==> src/rtl/ring_buffer_word_assembler.sv <==
// Pulls bytes from the ring buffer read port and packs them little-endian into words.
// Optional partial-word flush after repeated empty reads: define RB_ASM_TIMEOUT_EN.
module ring_buffer_word_assembler #(
  parameter int WordSize     = 8,
  parameter int BytesPerWord = 4,
  parameter int CountBits    = 3,
  parameter int TimeoutLimit = 16
) (
  input  logic                             clk,
  input  logic                             reset,
  output logic                             dataReadEnable,
  input  logic                             dataReadAck,
  input  logic [WordSize-1:0]              dataRead,
  output logic                             wordValid,
  input  logic                             wordReady,
  output logic [WordSize*BytesPerWord-1:0] wordData,
  output logic [CountBits-1:0]             wordBytes
);

  typedef enum logic [1:0] {
    S_REQ   = 2'd0,
    S_WAIT  = 2'd1,
    S_CHECK = 2'd2,
    S_OUT   = 2'd3
  } state_t;

  localparam logic [CountBits-1:0] FullCount = CountBits'(BytesPerWord);

  state_t                                 state_q;
  logic                                   rd_en_q;
  logic                                   valid_q;
  logic [CountBits-1:0]                   bytes_q;
  logic [CountBits-1:0]                   count_q;
  logic [BytesPerWord-1:0][WordSize-1:0]  lanes_q;

  logic [CountBits-1:0] count_d;
  logic                 capture_d;
  logic                 release_d;

  assign count_d   = count_q + 1'b1;
  assign capture_d = (state_q == S_CHECK) && dataReadAck;
  assign release_d = (state_q == S_OUT) && wordReady;

`ifdef RB_ASM_TIMEOUT_EN
  localparam int RetryBits = $clog2(TimeoutLimit + 1);

  logic [RetryBits-1:0] retry_q;
  logic                 expire_d;

  // A word that has not started yet is never flushed, however long the buffer stays empty.
  assign expire_d = (count_q != '0) && ((32'(retry_q) + 32'd1) == 32'(TimeoutLimit));
`endif

  always_ff @(posedge clk or negedge reset) begin
    if (!reset) begin
      state_q <= S_REQ;
      rd_en_q <= 1'b0;
      valid_q <= 1'b0;
      bytes_q <= '0;
      count_q <= '0;
`ifdef RB_ASM_TIMEOUT_EN
      retry_q <= '0;
`endif
    end else begin
      case (state_q)
        S_REQ: begin
          rd_en_q <= 1'b1;
          state_q <= S_WAIT;
        end
        S_WAIT: begin
          rd_en_q <= 1'b0;
          state_q <= S_CHECK;
        end
        S_CHECK: begin
          if (dataReadAck) begin
            count_q <= count_d;
`ifdef RB_ASM_TIMEOUT_EN
            retry_q <= '0;
`endif
            if (count_d == FullCount) begin
              valid_q <= 1'b1;
              bytes_q <= FullCount;
              state_q <= S_OUT;
            end else begin
              state_q <= S_REQ;
            end
          end else begin
`ifdef RB_ASM_TIMEOUT_EN
            if (expire_d) begin
              valid_q <= 1'b1;
              bytes_q <= count_q;
              retry_q <= '0;
              state_q <= S_OUT;
            end else begin
              if (retry_q != '1) begin
                retry_q <= retry_q + 1'b1;
              end
              state_q <= S_REQ;
            end
`else
            state_q <= S_REQ;
`endif
          end
        end
        S_OUT: begin
          // No read is issued here, so a stalled consumer holds the ring buffer back.
          if (wordReady) begin
            valid_q <= 1'b0;
            bytes_q <= '0;
            count_q <= '0;
            state_q <= S_REQ;
          end
        end
        default: begin
          state_q <= S_REQ;
        end
      endcase
    end
  end

  generate
    for (genvar gi = 0; gi < BytesPerWord; gi++) begin : g_lane
      always_ff @(posedge clk or negedge reset) begin
        if (!reset) begin
          lanes_q[gi] <= '0;
        end else if (release_d) begin
          lanes_q[gi] <= '0;
        end else if (capture_d && (count_q == CountBits'(gi))) begin
          lanes_q[gi] <= dataRead;
        end
      end
    end
  endgenerate

  assign dataReadEnable = rd_en_q;
  assign wordValid      = valid_q;
  assign wordBytes      = bytes_q;
  assign wordData       = lanes_q;

endmodule

==> config.mk <==
export PLATFORM = sky130hd
export DESIGN_NAME = ring_buffer_word_assembler
export DESIGN_NICKNAME = d
export VERILOG_FILES = /design/src/rtl/ring_buffer_word_assembler.sv
export SDC_FILE = /design/constraint.sdc
export NUM_CORES = 1
export LEC_CHECK = 0
export CELL_PAD_IN_SITES_DETAIL_PLACEMENT = 0
export CELL_PAD_IN_SITES_GLOBAL_PLACEMENT = 1
export CORE_MARGIN = 3
export CORE_UTILIZATION = 33
export CTS_CLUSTER_SIZE = 16
export DETAILED_ROUTE_END_ITERATION = 10
export PLACE_DENSITY_LB_ADDON = 0.1
export SLEW_MARGIN = 0
export SYNTH_ARGS = -nofsm -noshare
export SYNTH_HDL_FRONTEND = slang
export SYNTH_SLANG_ARGS = --single-unit
==> constraint.sdc <==
create_clock -name clk -period 1.3 [get_ports clk]
set_input_delay 0.13 -clock clk [delete_from_list [all_inputs] [get_ports clk]]
set_output_delay 0.13 -clock clk [all_outputs]
set_load 0.03 [all_outputs]
==> flow_metrics.env, run 1 <==
export IMPL_cp_arrival_ps=1560
export IMPL_r2r_start="count_q[1]"
export IMPL_drtIter0Drc=37
export IMPL_vias=1359
export IMPL_max_freq_mhz=719.5
export IMPL_critPathSlowestCell="dfrtp_1"
export IMPL_firstDrtPassIters=4
export IMPL_worstPathRequired_ps=1470
export IMPL_pwr_share_seq=0.341
export IMPL_yosys_area_top_type="dfrtp_1"
export IMPL_finClkSkew_ps=9.483
export IMPL_yosys_register_bits=39
export IMPL_vias_per_cell=4.576
export IMPL_htree_levels=2
export IMPL_clkPwrFrac=0.154
export IMPL_initial_core_util=0.3454
export IMPL_netlist_area_sq_um=1787
export IMPL_route_met2_wl_microns=2003
export IMPL_grt_pass1_vias=1408
export IMPL_antenna_found_initial=0
export IMPL_irDropWorstVdd_mv=0.9394
export IMPL_overflow=0
export IMPL_die_w_microns=79.58
export IMPL_hold_violations=0
export IMPL_critPathLaunchType="register"
export IMPL_hold_path_class="in -> async"
export IMPL_ios=49
export IMPL_antenna_left=0
export IMPL_leakagePower_nw=1.455
export IMPL_switching_share=0.4397
export IMPL_ys_seq_area_frac=0.5462
export IMPL_clockBufferDepth=2
export IMPL_cts_buffers=5
export IMPL_clk_latency_ps=290
export IMPL_yosys_warnings=0
export IMPL_synth_top_cell_area_share=0.5462
export IMPL_clk_pin_slew_ps=80
export IMPL_synthTopCellsByArea="dfrtp_1 (55%), mux2i_1 (14%), nand2_1 (9.9%), ha_1 (3.5%), nand2_8 (3.4%)"
export IMPL_finalPower_mw=5.963
export IMPL_pwr_share_comb=0.505
export IMPL_synth_area_per_cell_sq_um=10.83
export IMPL_highest_layer="met4"
export IMPL_setup_worst_path_class="reg -> reg"
export IMPL_synth_cell_types=24
export IMPL_wl_met1_microns=2016
export IMPL_p_int_mw=3.341
export IMPL_maxSlewViolCount=0
export IMPL_fin_crit_ps=1390
export IMPL_grt_pass1_wl_microns=7031
export IMPL_grt_use_total=0.1454
export IMPL_layout_area_overhead_vs_synth_pct=43.00
export IMPL_finalNetCount=243
export IMPL_p_sw_mw=2.622
export IMPL_rsz0062_at_grt="true"
export IMPL_endpoint_kind="register"
export IMPL_met3WireLength_microns=197
export IMPL_cts_root_buf="clkbuf_8"
export IMPL_fin_util=0.4940
export IMPL_gp_congestion=0.8252
export IMPL_tns_ps=-294.7
export IMPL_r2r_end="state_q[0]"
export IMPL_max_stage_delay_ps=380
export IMPL_r2r_slack_ps=-90
export IMPL_finalSetupViolations=5
export IMPL_fin_crit_sh=1.069
export IMPL_synth_cells=165
export IMPL_path_cells="ha_2 > ha_4 > and4b_1 > buf_6 > a31oi_1 > o21ai_1"
export IMPL_grt_max_degree=26
export IMPL_rr_worst_depth=6
export IMPL_drc_errors=0
export IMPL_core_area_sq_um=5172
export IMPL_powerDensity_nw_per_um2=2334
export IMPL_cts_sinks=39
export IMPL_worstPathMaxFanout=7
export IMPL_dieArea_sq_um=6333
export IMPL_io_buffers=46
export IMPL_drv_cap=0
export IMPL_die_h_microns=79.58
export IMPL_final_cells=297
export IMPL_num_rows=26
export IMPL_antennaDiodeCount=0
export IMPL_wl_per_cell_microns=14.36
export IMPL_drt_wl_total_microns=4266
export IMPL_violations="negative setup slack"
export IMPL_cts_tree="yes"
export IMPL_status="finished, violations left"
export IMPL_drive_gt1_frac=0.1982
export IMPL_place_detailed_hpwl_microns=3123
export IMPL_placedCellCount=287
export IMPL_layout_setup_ws_ps=-89.92
export IMPL_fill_cells=465
## state kept, by name, indices dropped and copies added, names as in the netlist
signal and flops:
wordData 32, dataReadEnable 1, wordBytes 1, state_q 2
count_q 3
## worst max-delay path, delay by kind of cell, from the launching register on
family | cells | cell delay (ps)
buf+inv | 1 | 140
simple gates | 1 | 180
fa+ha+maj | 2 | 360
compound gates | 2 | 210
flops | 1 | 380
## stage by stage
step / cell area [sq um] / setup WS [ps] / hold slack (ps)
CTS: 2514 / -99.64 / 315.7
floorplan: 1802 / -36.67 / -165.6
global route: 2555 / -133.1 / 326.9
finish: 2555 / -89.92 / 297.6
detailed placement: 2412 / -169.1 / 84.39
global placement: 2412 / -146.6 / 78.57
## power groups by stage
| stage | sequential, mW | clock (mW) | combinational [mW] |
|---|---|---|---|
| after floorplan | 2.89 | 0 | 1.06 |
| after global placement | 2.05 | 0 | 3.20 |
| after detailed placement | 2.05 | 0 | 3.24 |
| after CTS | 2.02 | 0.936 | 2.98 |
| after global routing | 2.11 | 0.992 | 3.26 |
| final | 2.03 | 0.918 | 3.01 |
## synth_stat cells
| library cell | n |
|---|---|
| nand2_1 | 47 |
| dfrtp_1 | 39 |
| mux2i_1 | 25 |
| inv_1 | 12 |
| a21oi_1 | 8 |
| ha_1 | 5 |
| a22o_1 | 3 |
| buf_2 | 3 |
| buf_4 | 3 |
| nand2_8 | 3 |
| clkbuf_1 | 2 |
| o21ai_0 | 2 |
| o21ai_1 | 2 |
| a31oi_1 | 1 |
| and4b_1 | 1 |
| and4bb_4 | 1 |
| buf_6 | 1 |
| conb_1 | 1 |
| inv_2 | 1 |
| nand3_1 | 1 |
| nand3_2 | 1 |
| nand4b_1 | 1 |
| nor2_1 | 1 |
| o22ai_1 | 1 |
## logic make-up after synthesis
family                     after synthesis  synth area share
and+or+nand+nor                         56            0.1625
DFF                                     39            0.5462
muxes                                   25            0.1401
buffers and inverters                   22           0.05882
AOI/OAI and AO/OA                       17           0.05533
adders and majority gates                5           0.03501
other                                    1          0.002099
## layer usage
metal | GRT usage | up-vias
li1 | - | 657
met1 | 0.2026 | 662
met2 | 0.2237 | 35
met3 | 0.02935 | 5
met4 | 0.05155 | 0
met5 | 0 | -
## worst max-delay path by stage
stage / from / end / slack (ps) / depth (start not counted)
finish: count_q[1] / state_q[0] / -90 / 6
floorplan: count_q[1] / state_q[0] / -40 / 6
detailed placement: dataReadAck / wordData[21] / -170 / 4
global route: count_q[1] / state_q[0] / -130 / 6
global placement: dataReadAck / wordData[16] / -150 / 4
CTS: count_q[1] / state_q[0] / -100 / 6
## repair_timing
| item | CTS | global route |
|---|---|---|
| hold buffers | 1 | 0 |
| setup endpoints to repair | 43 | 15 |
| setup buffers | 1 | 0 |
| cloned | 0 | 0 |
| gates resized for setup | 42 | 13 |
| pin swaps | 2 | 8 |
| endpoints found under the hold margin | 15 | 0 |
## area by class of cell
| class | instances | area [sq um] | share of cell area |
|---|---|---|---|
| Clock buffer | 7 | 96.34 | 0.03771 |
| Clock inverter | 1 | 7.507 | 0.002938 |
| Inverter | 13 | 48.80 | 0.01910 |
| Multi-Input combinational cell | 105 | 768.2 | 0.3007 |
| Sequential cell | 39 | 975.9 | 0.3820 |
| Tap cell | 70 | 87.58 | 0.03428 |
| Timing Repair Buffer | 62 | 570.5 | 0.2233 |
## layout by cell type, fill, tap and decap left out, drive strengths merged
master,instances
nor2,1
and4bb,1
nand4b,1
conb,2
o21ai,4
clkdlybuf4s50,10
ha,5
a21oi,8
dlygate4sd3,1
dlygate4sd2,35
o22ai,1
nand2,50
clkbuf,7
and4b,1
inv,13
nand3,2
a31oi,1
mux2i,25
clkinvlp,1
dfrtp,39
a22o,3
buf,16
No activity file was read; power rests on OpenSTA's default activity.
==> run 2: changes to the inputs <==
CORE_MARGIN = unset   (was 3)
CORE_UTILIZATION = 34   (was 33)
CTS_BUF_LIST = sky130_fd_sc_hd__clkbuf_8   (was unset)
==> run 2 against run 1 <==
- the flow still finishes with violations (negative setup slack)
- combinational power is 5% higher
- final area is 0.44% higher
- utilization is 1.2 points higher
- largest power group unchanged
- highest routed layer unchanged
==> flow_metrics.env, run 2 (same netlist as run 1, synthesis figures left out) <==
export IMPL_status="finished, violations left"
export IMPL_violations="negative setup slack"
export IMPL_fin_crit_sh=1.042
export IMPL_die_w_microns=74.49
export IMPL_drtIter0Drc=79
export IMPL_ios=49
export IMPL_maxSlewViolCount=0
export IMPL_finalNetCount=241
export IMPL_layout_area_overhead_vs_synth_pct=43.63
export IMPL_antenna_found_initial=0
export IMPL_initial_core_util=0.3521
export IMPL_hold_path_class="in -> async"
export IMPL_drc_errors=0
export IMPL_endpoint_kind="register"
export IMPL_hold_violations=0
export IMPL_p_sw_mw=2.674
export IMPL_cts_buffers=5
export IMPL_antennaDiodeCount=0
export IMPL_pre_cts_ws_ps=-151.6
export IMPL_irDropWorstVdd_mv=0.9768
export IMPL_vias_per_cell=4.610
export IMPL_drive_gt1_frac=0.1778
export IMPL_overflow=0
export IMPL_final_area_sq_um=2566
export IMPL_largest_register_ffs=32
export IMPL_drv_cap=0
export IMPL_antenna_left=0
export IMPL_final_cell_mix="nand2_1 (46), dfrtp_1 (39), dlygate4sd2_1 (35)"
export IMPL_pwr_share_seq=0.329
export IMPL_grt_pass1_vias=1353
export IMPL_cts_root_buf="clkbuf_8"
export IMPL_htree_levels=2
export IMPL_leakagePower_nw=1.443
export IMPL_layout_setup_ws_ps=-54.70
export IMPL_finalSetupViolations=2
export IMPL_place_detailed_hpwl_microns=2987
export IMPL_num_rows=26
export IMPL_io_buffers=46
export IMPL_hold_worst_slack_ps=285.4
export IMPL_finClkSkew_ps=6.601
export IMPL_grt_use_met2=0.2442
export IMPL_die_h_microns=74.49
export IMPL_grt_pass1_wl_microns=6610
export IMPL_fin_util=0.5057
export IMPL_switching_share=0.4314
export IMPL_fin_crit_ps=1355
export IMPL_grt_use_total=0.1636
export IMPL_met1_usage=0.2212
export IMPL_setup_worst_path_class="reg -> reg"
export IMPL_final_common_cell="nand2_1"
export IMPL_r2r_end="state_q[0]"
export IMPL_grtUsageMet3=0.05149
export IMPL_rsz0062_at_grt="true"
export IMPL_core_area_sq_um=5075
export IMPL_drt_wl_total_microns=4110
export IMPL_worstPathMaxFanout=5
export IMPL_clkPwrFrac=0.162
export IMPL_r2r_slack_ps=-50
export IMPL_worstPathRequired_ps=1480
export IMPL_grt_busiest_layer="met2"
export IMPL_cts_sinks=39
export IMPL_firstDrtPassIters=4
export IMPL_wl_per_cell_microns=13.93
export IMPL_rr_worst_depth=5
export IMPL_powerDensity_nw_per_um2=2415
export IMPL_p_int_mw=3.524
export IMPL_finalPower_mw=6.198
export IMPL_critPathLaunchType="register"
export IMPL_pwr_share_comb=0.509
export IMPL_clk_latency_ps=290
export IMPL_r2r_start="count_q[0]"
export IMPL_clk_pin_slew_ps=70
export IMPL_vias=1360
export IMPL_gp_congestion=0.8089
export IMPL_place_area_sq_um=2390
export IMPL_cts_tree="yes"
export IMPL_grt_max_degree=27
export IMPL_clockBufferDepth=2
export IMPL_dieArea_sq_um=5549
export IMPL_max_freq_mhz=738.2
export IMPL_cp_arrival_ps=1530
==> run 2: worst max-delay path, stage by stage, from the launching register on <==
cell,delay [ps]
dfrtp_1,390
ha_2,210
ha_4,170
and4b_2,260
a31oi_1,140
o21ai_1,80
==> run 2: worst max-delay path by stage <==
| stage | startpoint | to | slack (ps) | cells after the start |
|---|---|---|---|---|
| floorplan | count_q[1] | state_q[0] | -40 | 6 |
| global route | count_q[0] | state_q[0] | -130 | 5 |
| CTS | count_q[1] | state_q[0] | -60 | 5 |
| detailed placement | dataReadAck | wordData[9] | -150 | 4 |
| global placement | dataReadAck | wordData[15] | -110 | 4 |
| finish | count_q[0] | state_q[0] | -50 | 5 |
==> run 2: cell type report <==
type	instances	area, sq um
clock buffer	5	68.82
clock inverter	3	43.79
fill	500	2509
inverter	13	55.05
multi-input combinational	106	790.8
sequential	39	975.9
tap	70	87.58
timing repair buffer	59	544.3
==> run 2: stage by stage <==
stage | setup TNS (ps) | std cells
floorplan | -36.67 | 166
global placement | -2662 | 284
detailed placement | -3476 | 284
CTS | -263.7 | 294
global route | -763.0 | 295
finish | -74.72 | 295
==> run 2: repair_timing <==
item / in CTS / in global routing
gates cloned: 1 / 0
endpoints found under the setup margin: 44 / 34
gates resized for setup: 40 / 14
buffers inserted: 1 / 1
pin swaps: 1 / 3
hold buffers: 1 / 0
endpoints found under the hold margin: 13 / 0
==> run 2: layer usage <==
| layer | vias to the layer above | part of all wire |
|---|---|---|
| li1 | 656 | - |
| met3 | 6 | 0.043 |
| met5 | - | 0 |
| met1 | 661 | 0.48 |
| met2 | 37 | 0.46 |
| met4 | 0 | 0.016 |
==> run 2: power by group through the flow <==
stage	clock [mW]	combinational, mW	sequential (mW)
after global routing	1.11	3.41	2.10
after detailed placement	0	3.20	2.07
final	1.01	3.16	2.04
after CTS	1.04	2.97	2.04
after floorplan	0	1.06	2.89
after global placement	0	3.15	2.05
